`src/rtl/uart_tx_arbiter.sv`:
```
// Purpose: arbitrates two FIFO channels onto one shared uart_tx, one word per transfer,
//          with bounded bursts (MAX_BURST) so a busy channel cannot starve the other.
// Latency: request sampled in IDLE at edge N -> o_r_en in cycle N+1, o_dv in cycle N+3.
// Backpressure: waits for uart_tx busy to rise then fall; a 4-cycle guard recovers a lost busy handshake.
// Ports: clk/i_reset (sync, active-high); i_tx_enable gates new words; i_empty/i_r_data0/1 from FIFOs;
//        i_busy from uart_tx; o_r_en FIFO read strobes; o_dv/o_data to uart_tx; o_grant owner; o_words_sent count.
module uart_tx_arbiter #(
    parameter int WIDTH     = 8,
    parameter int MAX_BURST = 4
) (
    input  logic             clk,
    input  logic             i_reset,
    input  logic             i_tx_enable,
    input  logic [1:0]       i_empty,
    input  logic [WIDTH-1:0] i_r_data0,
    input  logic [WIDTH-1:0] i_r_data1,
    input  logic             i_busy,
    output logic [1:0]       o_r_en,
    output logic             o_dv,
    output logic [WIDTH-1:0] o_data,
    output logic [1:0]       o_grant,
    output logic [15:0]      o_words_sent
);

    localparam logic [3:0] BURST_MAX = 4'(MAX_BURST);

    typedef enum logic [2:0] {
        IDLE,
        READ,
        LATCH,
        SEND,
        WAIT_BUSY,
        WAIT_DONE
    } state_t;

    state_t           state;
    state_t           state_nxt;
    logic [1:0]       grant;
    logic             last_grant;
    logic [3:0]       burst_cnt;
    logic [1:0]       wb_cnt;
    logic [WIDTH-1:0] data_q;
    logic [15:0]      words_cnt;

    logic [1:0]       req;
    logic             start;
    logic             pick;

    assign req   = ~i_empty;
    assign start = (state == IDLE) && i_tx_enable && !i_busy && (req != 2'b00);

    // Channel selection. A burst count of zero means no burst is in progress
    // (only true after reset), so the channel that was not last granted wins;
    // this is what hands the first contest after reset to channel 0.
    always_comb begin
        pick = 1'b0;
        if (req == 2'b01) begin
            pick = 1'b0;
        end else if (req == 2'b10) begin
            pick = 1'b1;
        end else if ((burst_cnt != 4'd0) && (burst_cnt < BURST_MAX)) begin
            pick = last_grant;
        end else begin
            pick = ~last_grant;
        end
    end

    // Next-state and strobe outputs.
    always_comb begin
        state_nxt = state;
        o_r_en    = 2'b00;
        o_dv      = 1'b0;
        case (state)
            IDLE: begin
                if (start) begin
                    state_nxt = READ;
                end
            end
            READ: begin
                o_r_en    = grant;
                state_nxt = LATCH;
            end
            LATCH: begin
                state_nxt = SEND;
            end
            SEND: begin
                o_dv      = 1'b1;
                state_nxt = WAIT_BUSY;
            end
            WAIT_BUSY: begin
                // Give up after 4 cycles without busy so a dropped handshake cannot hang the channel.
                if (i_busy) begin
                    state_nxt = WAIT_DONE;
                end else if (wb_cnt == 2'd3) begin
                    state_nxt = IDLE;
                end
            end
            WAIT_DONE: begin
                if (!i_busy) begin
                    state_nxt = IDLE;
                end
            end
            default: begin
                state_nxt = IDLE;
            end
        endcase
    end

    always_ff @(posedge clk) begin
        if (i_reset) begin
            state      <= IDLE;
            grant      <= 2'b00;
            last_grant <= 1'b1;
            burst_cnt  <= 4'd0;
            wb_cnt     <= 2'd0;
            data_q     <= '0;
            words_cnt  <= 16'd0;
        end else begin
            state <= state_nxt;

            if (start) begin
                grant      <= pick ? 2'b10 : 2'b01;
                last_grant <= pick;
                if (pick == last_grant) begin
                    if (burst_cnt < BURST_MAX) begin
                        burst_cnt <= burst_cnt + 4'd1;
                    end
                end else begin
                    burst_cnt <= 4'd1;
                end
            end else if (state_nxt == IDLE) begin
                grant <= 2'b00;
            end

            // FIFO data is valid the cycle after the read strobe, i.e. during LATCH.
            if (state == LATCH) begin
                data_q <= grant[1] ? i_r_data1 : i_r_data0;
            end

            if (state == SEND) begin
                words_cnt <= words_cnt + 16'd1;
            end

            if (state == WAIT_BUSY) begin
                wb_cnt <= wb_cnt + 2'd1;
            end else begin
                wb_cnt <= 2'd0;
            end
        end
    end

    assign o_data       = data_q;
    assign o_grant      = grant;
    assign o_words_sent = words_cnt;

endmodule

```
`config.mk`:
```
export PLATFORM = sky130hd
export DESIGN_NAME = uart_tx_arbiter
export DESIGN_NICKNAME = d
export VERILOG_FILES = /design/src/rtl/uart_tx_arbiter.sv
export SDC_FILE = /design/constraint.sdc
export NUM_CORES = 1
export LEC_CHECK = 0
export BUFFER_PORTS_ARGS = -buffer_cell sky130_fd_sc_hd__buf_2
export CAP_MARGIN = 10
export CORE_ASPECT_RATIO = 0.8
export CORE_MARGIN = 8
export CORE_UTILIZATION = 51
export CTS_CLUSTER_SIZE = 30
export DETAILED_ROUTE_END_ITERATION = 10
export GPL_ROUTABILITY_DRIVEN = 0
export PLACE_DENSITY = 0.78
export SLEW_MARGIN = 20
export SYNTH_ARGS = -nofsm -noshare
export SYNTH_HDL_FRONTEND = slang
export SYNTH_SLANG_ARGS = --single-unit
export TNS_END_PERCENT = 10
```
`constraint.sdc`:
```
create_clock -name clk -period 2 [get_ports clk]
set_input_delay 0.4 -clock clk [delete_from_list [all_inputs] [get_ports clk]]
set_output_delay 0.4 -clock clk [all_outputs]
set_load 0.02 [all_outputs]
```
==> metrics.txt <==
status=finished clean; Tcrit/Tclk final=94.4%; RSZ-0062 raised after global routing=no; Sequential Area=just over 700 um^2; Placed Area=2010 um^2; # IOs=between 50 and 60; Remaining Overflow, GRT=0; Vias=1520; Synth top area share=between 40% and 50%; FMAX=530 MHz; proportion of layout cells with a drive suffix above 1=28.9%; Hold-fix buffers, CTS=0; placed cell count=277; Vias per Instance=5.35; hold path depth=1; All-Layer GR Usage=13.7%; die area=5510 um^2; CTS max path bufs=2; Worst setup EP type=output pin; Setup WS post-layout=111 ps; Leak Pwr=around 0.89 nW; die width=81.0 um; FP Rows=19; minimum clock period=around 1900 ps; Filler Cell Count=305; final instance area=roughly 2100 um^2; DPL Wire Length=just under 3000 um; Place WS=137 ps; pin count of the biggest net entering global routing=30; Tightest Hold Check Type=flip-flop to flip-flop; Seq/Total Area, Yosys=41.8%; Worst-Skew Late Latency=a little under 300 ps; area leader, netlist=dfxtp_1; Layout Nets=268; async set or reset register ratio after synthesis=0%; H-tree levels=2; 1st-pass router iterations=4; YS warnings=0; Rel. slew slack=between 60% and 70%; first-pass GRT wire length=5980 um; Critical Path Fanout Max=8; Final Non-Filler Cells=284; Area growth syn-to-layout=21.1%; WL/cell=about 13 um; core area=3330 um^2; RR Endpoint=last_grant$_SDFFE_PP1P_; PortBufs=50; vias in the first global route=approximately 1300; Setup crit start=state[1]$_SDFF_PP0_; Synth Cell Area=~1700 um^2; Most used DFF post-synth=dfxtp_1; initial DRC count=~130; Final Skew=5.96 ps; Routed Wire Length=approximately 3800 um; synth unique cells=43; crit path DAT=1490 ps; initial antenna violation count=0; final number of hold-violating endpoints=0; CTS root buf=clkbuf_8; worst-margin pin slew=roughly 500 ps; setup violators final=0; reg-to-reg slack, setup=120 ps; area of the multi-input gates=between 900 and 1000 um^2; Req. time, crit path=1600 ps; Hold Path Sink=wb_cnt[0]$_SDFF_PP0_; number of diodes=0; crit start category=flip-flop; final count of pins violating max slew=0; worst vdd ir=0.495 mV; syn nets=216; hold path startpoint=wb_cnt[0]$_SDFF_PP0_; CTS tree=done; Worst R2R Start=burst_cnt[0]$_SDFFE_PP0P_; Clock Sink Count=36; Worst-path clk slew=70 ps; r2r worst-path depth=5; syn_area_per_cell=between 9 and 10 um^2; Initial Utilization=51.8%; antenna viol nets, final=0; pwr/cell area=700 nW/um^2; WS Path Type=flip-flop to output pin; Post-Syn Instances=190; EDFF count, synth=0; Synth area leaders=dfxtp_1, mux2i_1, nor2_1; DRC viols=0; Synth Register Bits=36; setup tns final=0 ps; Max Cap Viol=0; cts bufs inserted=5; chip height=68.0 um
[power by group]
part           total (W)  switching, W  internal, W
Sequential      0.000775     0.0000280     0.000747
Combinational   0.000210      0.000121    0.0000898
Clock           0.000476      0.000240     0.000236
[logic make-up (layout without fill, tap and decap cells)]
kind of cell	after synthesis	after routing	synth area share [%]
flops	36	36	41.8
simple gates	70	70	23.3
fa+ha+maj	4	4	2.90
buf+inv	17	69	4.50
xor+xnor	10	10	5.08
mux	10	10	5.81
compound gates	43	43	16.6
[state kept, by name, indices dropped and copies added, names as in the netlist]
register	flops
o_words_sent	16
o_data	8
state	3
wb_cnt	2
o_grant	2
last_grant	1
burst_cnt	4
[per-stage QoR]
stage	utilization [%]	hold slack, ps	power [W]
6_report	62.7	435	0.00146
3_5_place_dp	60.3	429	0.00100
3_3_place_gp	60.3	424	0.000997
5_1_grt	62.7	451	0.00154
2_1_floorplan	-	407	0.000934
4_1_cts	62.7	438	0.00148
[metal layers]
layer	global-route usage [%]	routed length, um
met1	15.8	1740
met5	0	0
met4	7.56	62
met2	23.2	1840
met3	3.41	142
[placed cells by master, fill, tap and decap left out, types with 2 or more instances in the layout]
cell	count
nand2_1	9
nor3b_1	2
buf_2	50
and3_1	6
o2111ai_1	2
xor2_1	7
or4_1	2
o21ba_2	2
o21ai_0	8
ha_1	4
nand2b_1	2
nor2_1	23
xnor2_1	3
a211oi_1	11
buf_4	4
a21oi_1	13
inv_1	8
and3b_1	2
or3_1	7
clkbuf_8	5
nand3_1	2
nand4_1	4
dfxtp_1	35
mux2i_1	10
[cell type report]
cell class	count	share of cell area, %
multi-input cells	137	44.3
flip-flops and latches	36	34.6
repair buffers	54	13.4
clock buffers	6	3.48
well taps	42	2.52
inverters	8	1.44
clock inverters	1	0.240
[worst max-delay path, cell delays in order, from the launching register on]
cell and delay, ps:
dfxtp_1 500, and3b_1 330, buf_4 200, buf_2 180
[worst max path at each step]
stage                     slack, ps  depth (start not counted)                 endpoint
after global placement          200                          5  last_grant$_SDFFE_PP1P_
after global routing             40                          3                     o_dv
after floorplan                 240                          5  last_grant$_SDFFE_PP1P_
after detailed placement        140                          5  last_grant$_SDFFE_PP1P_
after CTS                        30                          3                     o_dv
final                           110                          3                     o_dv
[cell usage after synthesis (all sizes together), types with 2 or more instances]
master   instances
dfxtp           36
xnor2            3
nor3b            2
nor2            23
clkbuf           5
and3             6
inv              8
nand4            5
xor2             7
o21ai            8
and3b            2
nand2b           2
nor4             2
a21oi           13
o211ai           2
buf              4
mux2i           10
nand2            9
o21ba            2
ha               4
or4              2
nor3             2
nand3            3
or3              7
a211oi          11
o2111ai          2
[what timing repair did]
action                                 4_1_cts  5_1_grt
buffers inserted                             0        0
setup endpoints to repair                    0        1
resized for setup                            0        1
endpoints found under the hold margin        0        0
Power figures use the tool's default switching activity.
